--- src/rtl/ram_port_arbiter_pkg.sv ---
// Shared types for the RAM port arbiter: who owns the RAM cycle, and the
// arbiter sequencing states.
package ram_port_arbiter_pkg;

  typedef enum logic {
    OWNER_CPU = 1'b0,
    OWNER_DBG = 1'b1
  } mem_owner_t;

  typedef enum logic [1:0] {
    IDLE    = 2'd0,
    ACCESS  = 2'd1,
    RD_WAIT = 2'd2
  } arb_state_t;

  function automatic mem_owner_t other_owner(input mem_owner_t o);
    return (o == OWNER_CPU) ? OWNER_DBG : OWNER_CPU;
  endfunction

endpackage

--- src/rtl/rr_pick2.sv ---
// Combinational two-way picker used by the RAM port arbiter.
// Ports:
//   req_a   CPU request
//   req_b   debug request
//   force_b when both request, b wins outright (CPU halted)
//   last    owner of the previous grant, for round-robin
//   pick    chosen owner (OWNER_CPU when nobody requests; caller ignores it)
module rr_pick2
  import ram_port_arbiter_pkg::*;
(
  input  logic       req_a,
  input  logic       req_b,
  input  logic       force_b,
  input  mem_owner_t last,
  output mem_owner_t pick
);

  always_comb begin
    pick = OWNER_CPU;
    if (req_b && !req_a) begin
      pick = OWNER_DBG;
    end else if (req_a && req_b) begin
      // contention: halted CPU yields, otherwise alternate away from last owner
      pick = force_b ? OWNER_DBG : other_owner(last);
    end
  end

endmodule

--- src/rtl/ram_port_arbiter.sv ---
// Shares one single-port RAM between the CPU memory path and the debug /
// program-loader port. Each access runs grant -> RAM cycle -> optional read
// wait -> response, one access at a time.
//
// state   | meaning
// IDLE    | no access in flight; arbitrate and register RAM address/controls
// ACCESS  | RAM cycle; owner's gnt high, ram_we high for writes
// RD_WAIT | waiting out extra read latency; capture rdata when wait_cnt runs out
//
// Ports:
//   clk, rst                     clock, synchronous active-high reset
//   cpu_req/we/addr/wdata        CPU request side (held until cpu_gnt)
//   cpu_gnt, cpu_rvalid, cpu_rdata  CPU response side (pulses, held rdata)
//   dbg_req/we/addr/wdata        debug request side
//   dbg_gnt, dbg_rvalid, dbg_rdata  debug response side
//   cpu_halted                   debug gets absolute priority when high
//   ram_addr, ram_we, ram_wdata  registered RAM controls
//   ram_rdata                    RAM read data, sampled RD_LAT cycles after the address cycle
module ram_port_arbiter
  import ram_port_arbiter_pkg::*;
#(
  parameter int ADDR_W = 5,
  parameter int DATA_W = 16,
  parameter int RD_LAT = 1
) (
  input  logic              clk,
  input  logic              rst,
  input  logic              cpu_req,
  input  logic              cpu_we,
  input  logic [ADDR_W-1:0] cpu_addr,
  input  logic [DATA_W-1:0] cpu_wdata,
  output logic              cpu_gnt,
  output logic              cpu_rvalid,
  output logic [DATA_W-1:0] cpu_rdata,
  input  logic              dbg_req,
  input  logic              dbg_we,
  input  logic [ADDR_W-1:0] dbg_addr,
  input  logic [DATA_W-1:0] dbg_wdata,
  output logic              dbg_gnt,
  output logic              dbg_rvalid,
  output logic [DATA_W-1:0] dbg_rdata,
  input  logic              cpu_halted,
  output logic [ADDR_W-1:0] ram_addr,
  output logic              ram_we,
  output logic [DATA_W-1:0] ram_wdata,
  input  logic [DATA_W-1:0] ram_rdata
);

  localparam int WAIT_W = $clog2(RD_LAT + 1);

  arb_state_t        state_q, state_d;
  mem_owner_t        last_owner_q, last_owner_d;
  mem_owner_t        pick;
  logic [WAIT_W-1:0] wait_cnt_q, wait_cnt_d;
  logic              take;
  logic              capture;
  logic              sel_we;
  logic [ADDR_W-1:0] sel_addr;
  logic [DATA_W-1:0] sel_wdata;

  rr_pick2 u_pick (
    .req_a   (cpu_req),
    .req_b   (dbg_req),
    .force_b (cpu_halted),
    .last    (last_owner_q),
    .pick    (pick)
  );

  assign sel_we    = (pick == OWNER_CPU) ? cpu_we    : dbg_we;
  assign sel_addr  = (pick == OWNER_CPU) ? cpu_addr  : dbg_addr;
  assign sel_wdata = (pick == OWNER_CPU) ? cpu_wdata : dbg_wdata;

  // last_owner is updated at every grant, so during ACCESS/RD_WAIT it also
  // names the owner of the access in flight.
  assign cpu_gnt = (state_q == ACCESS) && (last_owner_q == OWNER_CPU);
  assign dbg_gnt = (state_q == ACCESS) && (last_owner_q == OWNER_DBG);

  always_comb begin
    state_d      = state_q;
    last_owner_d = last_owner_q;
    wait_cnt_d   = wait_cnt_q;
    take         = 1'b0;
    capture      = 1'b0;
    case (state_q)
      IDLE: begin
        if (cpu_req || dbg_req) begin
          take         = 1'b1;
          last_owner_d = pick;
          state_d      = ACCESS;
        end
      end
      ACCESS: begin
        if (ram_we) begin
          state_d = IDLE;
        end else if (RD_LAT == 1) begin
          capture = 1'b1;
          state_d = IDLE;
        end else begin
          wait_cnt_d = WAIT_W'(RD_LAT - 1);
          state_d    = RD_WAIT;
        end
      end
      RD_WAIT: begin
        wait_cnt_d = wait_cnt_q - 1'b1;
        // the decrement to zero happens on this edge: data is valid now
        if (wait_cnt_q == WAIT_W'(1)) begin
          capture = 1'b1;
          state_d = IDLE;
        end
      end
      default: begin
        state_d = IDLE;
      end
    endcase
  end

  always_ff @(posedge clk) begin
    if (rst) begin
      state_q      <= IDLE;
      last_owner_q <= OWNER_DBG;
      wait_cnt_q   <= '0;
      ram_addr     <= '0;
      ram_we       <= 1'b0;
      ram_wdata    <= '0;
      cpu_rvalid   <= 1'b0;
      dbg_rvalid   <= 1'b0;
      cpu_rdata    <= '0;
      dbg_rdata    <= '0;
    end else begin
      state_q      <= state_d;
      last_owner_q <= last_owner_d;
      wait_cnt_q   <= wait_cnt_d;
      // the write strobe lives for the single ACCESS cycle that follows a take
      ram_we       <= take && sel_we;
      if (take) begin
        ram_addr  <= sel_addr;
        ram_wdata <= sel_wdata;
      end
      cpu_rvalid <= capture && (last_owner_q == OWNER_CPU);
      dbg_rvalid <= capture && (last_owner_q == OWNER_DBG);
      if (capture && (last_owner_q == OWNER_CPU)) begin
        cpu_rdata <= ram_rdata;
      end
      if (capture && (last_owner_q == OWNER_DBG)) begin
        dbg_rdata <= ram_rdata;
      end
    end
  end

endmodule
--- config.mk ---
export PLATFORM = sky130hd
export DESIGN_NAME = ram_port_arbiter
export DESIGN_NICKNAME = d
export VERILOG_FILES = /design/src/rtl/ram_port_arbiter_pkg.sv /design/src/rtl/rr_pick2.sv /design/src/rtl/ram_port_arbiter.sv
export SDC_FILE = /design/constraint.sdc
export NUM_CORES = 1
export LEC_CHECK = 0
export CAP_MARGIN = 15
export CORE_MARGIN = 4
export CORE_UTILIZATION = 40
export CTS_CLUSTER_DIAMETER = 50
export DETAILED_ROUTE_END_ITERATION = 6
export PLACE_DENSITY_LB_ADDON = 0.3
export SYNTH_ARGS = -nofsm -noshare
export SYNTH_HDL_FRONTEND = slang
export SYNTH_SLANG_ARGS = --single-unit
--- constraint.sdc ---
create_clock -name clk -period 2.6 [get_ports clk]
set_clock_uncertainty 0.1 [all_clocks]
set_input_delay 0.39 -clock clk [delete_from_list [all_inputs] [get_ports clk]]
set_output_delay 0.39 -clock clk [all_outputs]
set_load 0.005 [all_outputs]
==> Word level (Yosys, flattened, before mapping) <==
Index checks and enable logic that the tools add are counted.
{ "totals": {"inputBits": 65, "word_cells": 43, "register_bits": 60} }
{ "op_classes": {"muxes": 15, "eq_ne": 4, "n_addsub": 1, "bitwise_logic": 1, "n_reduce_logical": 12} }
{ "op_table": {"columns": ["operator", "n"], "rows": [
  ["two-way mux 16 bit", 1],
  ["two-way mux 1 bit", 9],
  ["logical AND 1 bit", 7],
  ["two-way mux 5 bit", 1],
  ["two-way mux 2 bit", 2],
  ["inequality test 2 bit (second input constant)", 2],
  ["one-hot mux 2 bit (2 select lines)", 1],
  ["AND reduction 2 bit", 2],
  ["equality test 2 x 1 -> 1 bit (second input constant)", 1],
  ["equality test 2 bit (second input constant)", 1],
  ["zero test 2 bit", 1],
  ["one-hot mux 1 bit (2 select lines)", 1],
  ["zero test 1 bit", 1],
  ["logical OR 1 bit", 1],
  ["NOT 1 bit", 1],
  ["subtractor 1 bit (second input constant)", 1]
]} }

==> Longest topological paths before layout <==
{ "logic_depth": {"depth_word": 6, "mapped_depth": 6, "depth_no_buf": 3} }

==> By module <==
Synthesis repeated with hierarchy kept, for this count alone.
{ "unflattened": {"cells_unflattened": 254, "hier_area_um2": 2250.9} }
{ "by_module_without_submodules": {"columns": ["module", "area_each_um2", "cells_each", "n_inst", "seq_area_each_um2"], "rows": [
  ["ram_port_arbiter", 2239.6, 252, 1, 1161.1],
  ["rr_pick2", 11.3, 2, 1, 0.0]
]} }

==> Worst setup path before layout <==
No wires, ideal clock.
{ "synth_timing": {"kind": "input to register", "start": "input port dbg_req", "end": "register ram_addr[0]", "path_slack_ps": 1206, "t_arrival_ps": 1204, "stages": 5, "n_path_buf": 3, "cell_sequence": "buf_2 > o21ba_2 > buf_4 > buf_2 > a311oi_1"} }
{ "synth_between": {"elab_chain_cells": 4, "elab_cells_between_ends": 8, "classes_between": "mux (5); reduce/logical (3)"} }
{ "synth_rtl": {"columns": ["element", "line", "source"], "rows": [
  ["from (decl)", "ram_port_arbiter.sv:35", "input logic dbg_req,"],
  ["logical AND 1 bit", "rr_pick2.sv:22", "end else if (req_a && req_b) begin"],
  ["two-way mux 1 bit", "rr_pick2.sv:22", null],
  ["two-way mux 1 bit", "rr_pick2.sv:20", "if (req_b && !req_a) begin"],
  ["two-way mux 5 bit", "ram_port_arbiter.sv:70", "assign sel_addr = (pick == OWNER_CPU) ? cpu_addr : dbg_addr;"],
  ["to (signal assigned)", "ram_port_arbiter.sv:136", "ram_addr <= sel_addr;"],
  ["to (decl)", "ram_port_arbiter.sv:43", "output logic [ADDR_W-1:0] ram_addr,"]
]} }
Parallel ways exist; a longest one is shown, timed or not.
A chain may end at the register's enable or synchronous reset.

==> Worst setup path in the final report <==
{ "layout_timing": {"start": "register last_owner_q", "end": "output port dbg_gnt"} }
{ "layout_between": {"elab_chain_cells": 1} }
{ "layout_rtl": {"columns": ["element", "line", "source"], "rows": [
  ["from (decl)", "ram_port_arbiter.sv:52", "mem_owner_t last_owner_q, last_owner_d;"],
  ["from (signal assigned)", "ram_port_arbiter.sv:131", "last_owner_q <= last_owner_d;"],
  ["logical AND 1 bit", "ram_port_arbiter.sv:76", "assign dbg_gnt = (state_q == ACCESS) && (last_owner_q == OWNER_DBG);"],
  ["to (decl)", "ram_port_arbiter.sv:39", "output logic dbg_gnt,"]
]} }
Every way passes these cells.

==> summary.md <==
| Metric | Value |
|---|---|
| Worst-skew pair later-pin latency | `roughly 320 ps` |
| Initial core utilization | `between 40% and 50%` |
| Reg2Reg Setup Slack | `between 900 and 1000 ps` |
| Vias in the first global route | `around 2300` |
| Die W | `approximately 84 um` |
| Cts hold-fix bufs | `0` |
| Post-layout util | `about two thirds` |
| ANT nets after route | `0` |
| Via Count | `between 2000 and 2500` |
| Distinct cell type count after synthesis | `24` |
| Critical path type | `flip-flop to primary output` |
| Setup TNS | `0 ps` |
| WHS Path Cells | `2` |
| # nets final | `approximately 460` |
| Largest net degree at the start of global routing | `43` |
| Hold path endpoint | `dbg_rdata[14]` |
| Total Routed Length | `about 6700 um` |
| DIE AREA | `around 0.0071 mm^2` |
| Share of cells above drive strength 1 | `~5.7%` |
| Placement row count | `27` |
| Final Max Tran Viols | `0` |
| Seq/Total Area, Yosys | `between 40% and 50%` |
| Yosys warns | `0` |
| Post-CTS Resized | `0` |
| I/O pins | `123` |
| Max Root-Sink Buffers | `2` |
| Final hold slack | `~350 ps` |
| Reg-to-reg critical path endpoint | `dbg_rdata[3]` |
| WL/cell | `14.15 um` |
| Period minus WS final | `about 2000 ps` |
| First-pass GRT wire length | `~11000 um` |
| CP startpoint kind | `flip-flop` |
| Worst slack at placement | `between 300 and 400 ps` |
| Worst Setup End Kind | `primary output` |
| RR Startpoint | `last_owner_q` |
| Final setup viols | `0` |
| PD cells | `between 500 and 600 mW/mm^2` |
| Count of input and output buffers | `about 120` |
| Static leakage | `1.307 nW` |
| Post-Syn Area per Cell | `between 8 and 9 um^2` |
| Startpoint of the lowest-slack hold path | `dbg_rdata[14]` |
| Fin. Hold Viols | `0` |
| F_max | `roughly 500 MHz` |
| H-tree depth | `3` |
| Final period util | `77.03%` |
| Synthesis-stage register bit count | `58` |
| Area of the multi-input gates | `0.001008 mm^2` |
| Synth Net Count | `approximately 350` |
| CP arrival | `1510 ps` |
| Filler instances | `about 480` |
| Slew HR | `between 50 and 60%` |
| Postcts setup bufs | `0` |
| Crit-path max FO | `9` |
| Post-DP HPWL | `4729 um` |
| Die Ht | `84.22 um` |
| Gpl congestion | `about 0.77` |
| Synth-to-layout area growth | `58.75%` |
| Total power | `around 0.0021 W` |
| Cell taking the most area after synthesis | `dfxtp_1` |
| Num CTS Buffers | `9` |
| Top cell type's share of synthesized area | `49.97%` |
| Total global routing overflow | `0` |
| Via density | `5.108` |
| Gr usage total | `a little under a fifth` |
| CTS root buffer | `clkbuf_8` |
| Clk sink count | `between 50 and 60` |
| Fin worst setup slack | `between 500 and 600 ps` |
| Max-Cap Viols | `0` |
| Req. time, crit path | `2110 ps` |
| Initial DRC count | `166` |
| Outcome | `finished clean` |
| TritonCTS clock tree | `yes` |
| DRC | `0` |
| Worst Reg-to-Reg Cells | `3` |
| Peak supply drop | `just under 0.3 mV` |
| Initial antenna violation count | `0` |
| Ant. Diodes | `0` |
| FF+latch area | `between 0.001 and 0.0015 mm^2` |
| Core footprint | `approximately 0.0056 mm^2` |
| Hold/Removal Path Class | `flip-flop to flip-flop` |
| Synth Instances | `284` |
| Leading post-synthesis cells by cell area | `dfxtp_1, nand2_1, a311oi_1, a21oi_1, nand3_1` |
| DRT Pass-1 Iters | `4` |
| RSZ-0062 raised after global routing | `no` |
| Slew at the pin with the worst max-slew slack | `~710 ps` |
| Clock-pin slew on the worst setup and hold paths | `60 ps` |
| Post-Syn Area | `between 0.002 and 0.0025 mm^2` |
## per-layer routing
layer | share of wire, % | wire [um] | track usage, % | vias up
met5 | 0 | 0 | 0 | -
met4 | 1.7 | 112 | 8.041 | 0
met2 | 46 | 3058 | 29.70 | 120
met1 | 40 | 2666 | 22.44 | 1080
li1 | - | - | - | 1204
met3 | 13 | 854 | 8.538 | 12
## how the worst max path moves through the flow
stage                  from            to  slack (ps)  cells after the start
2_1_floorplan       dbg_req   ram_addr[0]        1210                      5
3_3_place_gp        dbg_req  ram_wdata[7]         490                      5
3_5_place_dp        dbg_req   ram_addr[4]         360                      5
4_1_cts        last_owner_q       dbg_gnt         570                      2
5_1_grt        last_owner_q       dbg_gnt         540                      2
6_report       last_owner_q       dbg_gnt         600                      2
## registers in the layout, summed over array words and instances, names as in the netlist
register / flops
cpu_rvalid: 1
ram_wdata: 16
ram_addr: 5
last_owner_q: 1
state_q: 1
dbg_rvalid: 1
cpu_rdata: 16
dbg_rdata: 16
ram_we: 1
## cells by family after synthesis
family                 count (synthesis)  share of synthesized area (%)
and+or+nand+nor                      118                          22.24
AOI/OAI and AO/OA                     80                          21.16
DFF                                   58                          49.97
buffers and inverters                 28                          6.623
## metrics by stage
step | cells | area (um^2)
after floorplan | 284 | 2323
after global placement | 457 | 3525
after detailed placement | 457 | 3525
after CTS | 473 | 3689
after global routing | 473 | 3689
final | 473 | 3689
## cell usage in the layout (no fill, tap or decap), drive strengths merged, types with 2 or more instances in the layout
cell,netlist,layout
a311oi,21,21
and3b,2,2
nand3b,2,2
clkinv,0,3
nand3,22,22
buf,16,7
o21ai,22,22
nand2,64,64
dfxtp,58,58
nor2,24,24
clkdlybuf4s50,0,121
a21oi,33,33
clkbuf,11,13
## cell usage after synthesis, drive strengths merged
library cell and number:
dfxtp 58, buf 16, a21oi 33, or3b 1, nand3 22, o31ai 1
a311oi 21, nor2b 1, nor2 24, and3b 2, o21bai 1, a21boi 1
o21ai 22, nand2 64, and2 1, o21ba 1, clkbuf 11, nor3b 1
inv 1, nand3b 2
## critical path: stages, from the launching register on
cell and delay (ps):
dfxtp_1 520, and2_1 180, clkdlybuf4s50_1 500
## area by class of cell
| cell class | instances | area share [%] |
|---|---|---|
| multi-input cells | 198 | 27.34 |
| repair buffers | 128 | 34.19 |
| flip-flops and latches | 58 | 31.48 |
| clock inverters | 3 | 0.4071 |
| well taps | 72 | 2.442 |
| inverters | 1 | 0.1018 |
| clock buffers | 13 | 4.037 |
## where the power goes
part           switching [W]  internal [W]  total (W)
Sequential         0.0000354      0.000948   0.000984
Combinational       0.000163      0.000239   0.000402
Clock               0.000330      0.000368   0.000698
No activity file was read; power rests on OpenSTA's default activity.
